`src/rtl/fmac_pkg.sv`:
```
// fmac_pkg: shared widths, constants and bundles
// for the floating-point multiply-accumulate datapath.
package fmac_pkg;

    localparam int PRECISION = 34;
    localparam int MUL_LAT   = 2;
    localparam int ADD_LAT   = 1;

    localparam logic [PRECISION-1:0] FP_ZERO = '0;

    typedef struct packed {
        logic [PRECISION-1:0] a;
        logic [PRECISION-1:0] b;
        logic                 last;
    } pair_t;

    typedef struct packed {
        logic valid;
        logic last;
        logic first;
    } trk_t;

endpackage

```
`src/rtl/fmac_pair_fifo.sv`:
```
// fmac_pair_fifo: synchronous operand-pair FIFO,
// pointers carry one extra wrap bit for full/empty.
module fmac_pair_fifo
    import fmac_pkg::*;
#(
    parameter int DEPTH = 4
) (
    input  logic  clk,
    input  logic  reset,
    input  logic  push,
    input  logic  pop,
    input  pair_t din,
    output pair_t dout,
    output logic  full,
    output logic  empty
);

    localparam int AW = $clog2(DEPTH);

    if (DEPTH < 2 || (DEPTH & (DEPTH - 1)) != 0) begin : g_bad_depth
        $error("fmac_pair_fifo: DEPTH must be a power of two >= 2");
    end

    localparam logic [AW:0] PTR_ONE = {{AW{1'b0}}, 1'b1};

    pair_t       mem [DEPTH];
    logic [AW:0] wr_ptr;
    logic [AW:0] rd_ptr;

    assign empty = (wr_ptr == rd_ptr);
    assign full  = (wr_ptr[AW] != rd_ptr[AW])
                && (wr_ptr[AW-1:0] == rd_ptr[AW-1:0]);
    assign dout  = mem[rd_ptr[AW-1:0]];

    // Advance read/write pointers; power-of-two depth wraps naturally.
    always_ff @(posedge clk) begin
        if (reset) begin
            wr_ptr <= '0;
            rd_ptr <= '0;
        end else begin
            if (push) wr_ptr <= wr_ptr + PTR_ONE;
            if (pop)  rd_ptr <= rd_ptr + PTR_ONE;
        end
    end

    // Store pushed pairs; a push while full only happens alongside a pop.
    always_ff @(posedge clk) begin
        if (push) mem[wr_ptr[AW-1:0]] <= din;
    end

endmodule

```
`src/rtl/fmac_stream_issue.sv`:
```
// fmac_stream_issue: data-driven issue of operand pairs into
// fmul/fadd, accumulating each vector into one result.
module fmac_stream_issue #(
    parameter int PRECISION = fmac_pkg::PRECISION,
    parameter int DEPTH     = 4,
    parameter int MUL_LAT   = fmac_pkg::MUL_LAT,
    parameter int ADD_LAT   = fmac_pkg::ADD_LAT
) (
    input  logic                 clk,
    input  logic                 reset,
    input  logic                 in_valid,
    output logic                 in_ready,
    input  logic [PRECISION-1:0] in_a,
    input  logic [PRECISION-1:0] in_b,
    input  logic                 in_last,
    output logic [PRECISION-1:0] fmul_x,
    output logic [PRECISION-1:0] fmul_y,
    output logic                 fmul_ce,
    input  logic [PRECISION-1:0] fmul_r,
    output logic [PRECISION-1:0] fadd_x,
    output logic [PRECISION-1:0] fadd_y,
    output logic                 fadd_ce,
    input  logic [PRECISION-1:0] fadd_r,
    output logic                 res_valid,
    output logic [PRECISION-1:0] res_data,
    input  logic                 res_ready
);

    import fmac_pkg::*;

    if (ADD_LAT != 1) begin : g_bad_add_lat
        $error("fmac_stream_issue: only ADD_LAT == 1 is supported");
    end
    if (MUL_LAT < 1) begin : g_bad_mul_lat
        $error("fmac_stream_issue: MUL_LAT must be >= 1");
    end
    if (PRECISION != fmac_pkg::PRECISION) begin : g_bad_prec
        $error("fmac_stream_issue: PRECISION must match fmac_pkg");
    end

    pair_t head;
    pair_t din;
    logic  full;
    logic  empty;
    logic  push;
    logic  pop;
    logic  gate;
    logic  first_q;
    logic  add_last;
    logic  last_in_flight;
    trk_t  trk [MUL_LAT];
    trk_t  tail;

    assign din  = '{a: in_a, b: in_b, last: in_last};
    assign tail = trk[MUL_LAT-1];

    // A pending last anywhere between issue and result load.
    always_comb begin
        last_in_flight = add_last;
        for (int i = 0; i < MUL_LAT; i++) begin
            last_in_flight = last_in_flight | (trk[i].valid & trk[i].last);
        end
    end

    assign gate = !head.last
               || (!last_in_flight && (!res_valid || res_ready));
    assign pop      = !reset && !empty && gate;
    assign in_ready = !reset && (!full || pop);
    assign push     = in_valid && in_ready;

    fmac_pair_fifo #(
        .DEPTH (DEPTH)
    ) u_fifo (
        .clk   (clk),
        .reset (reset),
        .push  (push),
        .pop   (pop),
        .din   (din),
        .dout  (head),
        .full  (full),
        .empty (empty)
    );

    assign fmul_ce = !reset;
    assign fadd_ce = !reset && tail.valid;
    assign fadd_y  = fadd_ce ? fmul_r : FP_ZERO;
    assign fadd_x  = (fadd_ce && !tail.first) ? fadd_r : FP_ZERO;

    // Present the issued pair to the free-running multiplier.
    always_ff @(posedge clk) begin
        if (reset) begin
            fmul_x <= FP_ZERO;
            fmul_y <= FP_ZERO;
        end else if (pop) begin
            fmul_x <= head.a;
            fmul_y <= head.b;
        end
    end

    // Track each issued pair until its product reaches fmul_r.
    always_ff @(posedge clk) begin
        if (reset) begin
            for (int i = 0; i < MUL_LAT; i++) trk[i] <= '0;
            first_q  <= 1'b1;
            add_last <= 1'b0;
        end else begin
            trk[0] <= '{valid: pop,
                        last:  pop & head.last,
                        first: pop & first_q};
            for (int i = 1; i < MUL_LAT; i++) trk[i] <= trk[i-1];
            if (pop) first_q <= head.last;
            add_last <= tail.valid & tail.last;
        end
    end

    // Capture the finished sum; a new load wins over a consumer clear.
    always_ff @(posedge clk) begin
        if (reset) begin
            res_valid <= 1'b0;
            res_data  <= FP_ZERO;
        end else if (add_last) begin
            res_valid <= 1'b1;
            res_data  <= fadd_r;
        end else if (res_ready) begin
            res_valid <= 1'b0;
        end
    end

endmodule
```
`config.mk`:
```
export PLATFORM = sky130hd
export DESIGN_NAME = fmac_stream_issue
export DESIGN_NICKNAME = d
export VERILOG_FILES = /design/src/rtl/fmac_pkg.sv /design/src/rtl/fmac_pair_fifo.sv /design/src/rtl/fmac_stream_issue.sv
export SDC_FILE = /design/constraint.sdc
export NUM_CORES = 1
export LEC_CHECK = 0
export ABC_AREA = 0
export CAP_MARGIN = 15
export CELL_PAD_IN_SITES_DETAIL_PLACEMENT = 1
export CELL_PAD_IN_SITES_GLOBAL_PLACEMENT = 1
export CORE_ASPECT_RATIO = 0.75
export CORE_MARGIN = 3
export CORE_UTILIZATION = 42
export DETAILED_ROUTE_END_ITERATION = 12
export PLACE_DENSITY_LB_ADDON = 0.1
export RECOVER_POWER = 50
export REMOVE_ABC_BUFFERS = 1
export SLEW_MARGIN = 20
export SYNTH_ARGS = -nofsm -noshare
export SYNTH_HDL_FRONTEND = slang
export SYNTH_SLANG_ARGS = --single-unit
```
`constraint.sdc`:
```
create_clock -name clk -period 3.9 [get_ports clk]
set_input_delay 0.78 -clock clk [delete_from_list [all_inputs] [get_ports clk]]
set_output_delay 0.78 -clock clk [all_outputs]
set_load 0.01 [all_outputs]
```
Yosys cells after proc, flatten, opt, wreduce, memory -nomap -nowiden
Memory sizes are Yosys's and may differ from the RTL's. A register that Yosys moved wholly into a read port is not among the register bits. Cells that the tools add are included.

Register bits: 111. Bits in writable memories: 282. Bits of input ports: 141. Output and inout bits: 174. Logic and storage cells: 55. Memories kept: 2.

$add $sub $neg: 2. Equal/unequal tests: 3. Multiplexer cells: 13. Bitwise gates (word level): 8. Reductions and logical operators: 19.

Memories: u_fifo.mem (words 4, bits a word 69, read ports 1, clocked after memory_dff 1, wr ports 1, line fmac_pair_fifo.sv:26) `pair_t mem [DEPTH];`; trk (words 2, bits a word 3, read ports 2, clocked after memory_dff 0, wr ports 2, line fmac_stream_issue.sv:51) `trk_t trk [MUL_LAT];`.

Operators with widths (number): $mux 34 (2); $logic_and 1x1->1 (8); $logic_not 1->1 (7); $mux 1 (7); $add 3x1->3 const B (2); $mux 3 (2); $and 1x1->1 (4); $mux 2 (2); $or 1x1->1 (4); $eq 3x3->1 (1); $logic_or 1x1->1 (3); $eq 2x2->1 (1); $reduce_bool 2->1 (1); $ne 1x1->1 (1).

Depth between registers and ports, before layout
Depth in word-level cells: 12. Gate-level depth with buffers: 7. Depth with buffers taken out: 5.

Cells and area by module
Synthesis repeated with hierarchy kept, for this count alone.

Cell total of the unflattened synthesis: 1181. Area total of the unflattened synthesis: 16911.2 µm².

By module, submodules not included: fmac_pair_fifo (times used 1, cells an instance 401, area an instance 10366.2 µm², sequential area each 8448.1 µm²); fmac_stream_issue (times used 1, cells an instance 780, area an instance 6545.0 µm², sequential area each 2222.1 µm²).

Worst setup path before layout
No wires, ideal clock.

Path type: input to register. Start: input res_ready. End: memory u_fifo.mem[0][0] in the netlist's numbering (enable). Setup time: 0.435 ns. Data arrival time: 3.246 ns. Required time: 3.465 ns. Slack: 0.219 ns. Stages: 4. Path buffers: 0. Cell sequence: nor2b_1 > o31a_2 > a21oi_1 > and3_1.

Longest elaborated chain between the ends: 9.

RTL lines: from (decl) (line fmac_stream_issue.sv:26) `input logic res_ready`; $logic_or 1x1->1 (line fmac_stream_issue.sv:66) `|| (!last_in_flight && (!res_valid || res_ready));`; $logic_and 1x1->1 (line fmac_stream_issue.sv:66); $logic_or 1x1->1 (line fmac_stream_issue.sv:66); $logic_and 1x1->1 (line fmac_stream_issue.sv:67) `assign pop = !reset && !empty && gate;`; $logic_or 1x1->1 (line fmac_stream_issue.sv:68) `assign in_ready = !reset && (!full || pop);`; $logic_and 1x1->1 (line fmac_stream_issue.sv:68); via in_ready (line fmac_stream_issue.sv:12) `output logic in_ready,`; $logic_and 1x1->1 (line fmac_stream_issue.sv:69) `assign push = in_valid && in_ready;`; $mux 1 (line fmac_pair_fifo.sv:48) `if (push) mem[wr_ptr[AW-1:0]] <= din;`; $mux 1 (not written as such) (line fmac_pair_fifo.sv:48); to (decl) (line fmac_pair_fifo.sv:26).

The timed path passes the listed nets, and every way through them passes these cells.

==> metrics.csv <==
stage,metric,value,unit
clocking,TritonCTS Sinks,395,
synthesis,"Async S/R FF share, synth",0,%
sta,Finish-stage setup viols,0,
worst_setup_path,crit-path max FO,32,
status,status,finished with violations,
min_path,min-delay worst type,reg -> reg,
global_routing,initial antenna violation count,13,
clocking,CTS buffer count,39,
placed_design,HPWL after DPL,23660,um
clocking,CTS max path bufs,3,
clocking,Setup Buffers After CTS,0,
placed_design,routability cong.,0.7007,
routing,Routed Antenna Nets,0,
clocking,TritonCTS clock tree,built,
routing,drt initial violations,539,
global_routing,number of global-route vias before repair,9810,
sta,RSZ-0062 raised after global routing,false,
routing,drt total wl,38230,um
status,failing checks,"capacitance limit, slew limit",
layout,fill count,3284,
floorplanning,die width,223.9,um
sta,Max Freq,0.2921,GHz
power_and_ir_drop,pwr dens,642.9,nW/um^2
power_and_ir_drop,Pleak,7.125,nW
worst_setup_path,slowest CP cell,dfxtp_4,
layout,area grow syn2layout,33.85,%
clocking,clock root buffer,clkbuf_16,
synthesis,synthesized flop and latch total,395,
floorplanning,chip height,169.4,um
layout,Final nets,1391,
worst_setup_path,CP Launch Type,register,
sta,"Hold Violations, Final",0,
clocking,htree depth,2,
clocking,Post-CTS Resized,0,
run,number of max-cap violations,1,
power_and_ir_drop,Tot Pwr,12.86,mW
routing,wire length per cell,22.04,um
routing,drt pass-1 iters,4,
synthesis,top_reg_cell synth,edfxtp_1,
synthesis,post-synthesis cell type count,36,
routing,DR vias/cell,5.191,
synthesis,sequential area share after synthesis,71.38,%
worst_setup_path,CP Class,reg -> out,
routing,Via Count,9007,
global_routing,gr usage total,20.33,%
worst_setup_path,CP endpoint kind,primary output,
sta,Clock Skew,0.01075,ns
synthesis,Syn Std Cell Area,14950,um^2
sta,slew margin rel.,-10.08,%
sta,final worst-path cycle share,87.79,%
placed_design,count of input and output buffers,314,
floorplanning,Core Region,34920,um^2
floorplanning,die area,37920,um^2
global_routing,largest net degree at the start of global routing,76,
clocking,"Reg clk slew, reported paths",0.06,ns
routing,Residual DRC,0,
floorplanning,Initial Utilization,42.81,%
worst_setup_path,Worst path max stage delay,0.68,ns
floorplanning,IO Count,315,
synthesis,Yosys Warn Count,0,
synthesis,syn_area_per_cell,16.02,um^2
sta,Worst-Margin Slew,1.651,ns
sta,fin crit period,3.424,ns
synthesis,Synth Instances,933,
global_routing,first-pass GRT wire length,59340,um
clocking,clock latency on the worst-skew pair,0.53,ns
worst_setup_path,arrival time at the worst endpoint,2.64,ns
sta,Fin Hold WS,0.4511,ns
worst_setup_path,Critical Path RT,3.12,ns
clocking,# hold bufs at CTS,0,
worst_setup_path,worst-path cell chain,"mux4_2, o31a_4, a21oi_1, clkdlybuf4s50_1",
sta,Final Max Tran Viols,36,
floorplanning,placement row count,59,
synthesis,"EDFF count, synth",276,
power_and_ir_drop,Max IR drop VDD,0.4603,mV
layout,share of layout cells above drive strength 1,12.48,%
global_routing,GRT overflow,0,
-- stage by stage --
stage	setup WS (ns)	TNS (ns)	util [%]	instances	cell area, um^2
floorplan	-2.775	-911.38	-	868	14650
detailed placement	0.6054	0	53.44	1661	18660
global route	0.3277	0	57.30	1735	20010
CTS	0.4029	0	57.30	1731	20010
finish	0.4763	0	57.30	1735	20010
global placement	0.6743	0	53.44	1661	18660
-- power by group --
group,switching (mW),internal [mW]
clock network,1.54,2.41
registers,0.364,5.14
logic,1.83,1.57
total,3.74,9.13
-- path summary, 6_finish.rpt --
| kind | startpoint | end | slack (ns) | cells after the start |
|---|---|---|---|---|
| hold reg to reg | trk[0][0] | trk[0][3] | 0.45 | 1 |
| setup reg to reg | register | u_fifo.mem[1][19] | 0.70 | 6 |
| hold / removal | trk[0][0] | trk[0][3] | 0.45 | 1 |
| setup / recovery | register | in_ready | 0.48 | 4 |
-- cells in the final DEF, fill, tap and decap left out, types with 4 or more instances in the layout --
cell type	synthesis	layout
o211ai_1	72	72
o21ai_0	23	23
clkdlybuf4s50_1	0	141
mux2i_1	36	36
mux4_2	69	69
clkbuf_16	0	39
nor2b_1	6	6
and2_1	70	70
dfxtp_1	119	116
diode_2	0	4
nor2_1	37	37
bufinv_16	0	6
buf_4	0	15
clkbuf_1	42	8
ha_1	5	5
clkbuf_8	0	9
buf_12	0	7
edfxtp_1	276	276
dlygate4sd3_1	0	173
o21ai_1	48	48
inv_1	75	74
-- layer usage --
metal / GRT usage (%) / wire length [um]
met1: 27.18 / 16460
met5: 0 / 62
met3: 4.046 / 1584
met2: 34.56 / 19320
met4: 5.142 / 806
-- final cells by class --
| class | count | area [um^2] | share of cell area (%) |
|---|---|---|---|
| well taps | 457 | 571.8 | 2.858 |
| flip-flops and latches | 395 | 10680 | 53.37 |
| diodes | 4 | 10.01 | 0.05002 |
| inverters | 75 | 281.5 | 1.407 |
| multi-input cells | 398 | 3721 | 18.60 |
| clock buffers | 57 | 1135 | 5.672 |
| repair buffers | 336 | 3396 | 16.97 |
| clock inverters | 13 | 215.2 | 1.076 |
-- synth_stat cells (all sizes together) (6+ instances only) --
master	instances	area share, %
clkbuf	43	1.1
o21ai	71	2.4
edfxtp	276	55
dfxtp	119	16
buf	22	0.91
o211ai	72	3.6
nor2b	6	0.25
nor2	37	0.93
and2	70	2.9
mux4	69	10
inv	75	1.9
mux2i	36	2.4
-- state kept, by name (all words and copies together), names as in the netlist, 3 cells and up, named ones only --
register and flops:
u_fifo.mem 276, fmul_x 34, fmul_y 34, res_data 34
trk 6, u_fifo.rd_ptr 3, u_fifo.wr_ptr 3
-- critical path, delay by kind of cell, from the launching register on --
family	cells	cell delay [ns]
flops	1	0.68
buf+inv	1	0.62
mux	1	0.45
compound gates	2	0.37
-- logic make-up after synthesis --
| kind of cell | after synthesis | synth area share (%) |
|---|---|---|
| xor+xnor | 3 | 0.1758 |
| mux | 105 | 12.81 |
| buf+inv | 140 | 3.883 |
| simple gates | 133 | 4.905 |
| compound gates | 152 | 6.436 |
| flops | 395 | 71.38 |
| fa+ha+maj | 5 | 0.4185 |
(Power assumes the default switching activity.)
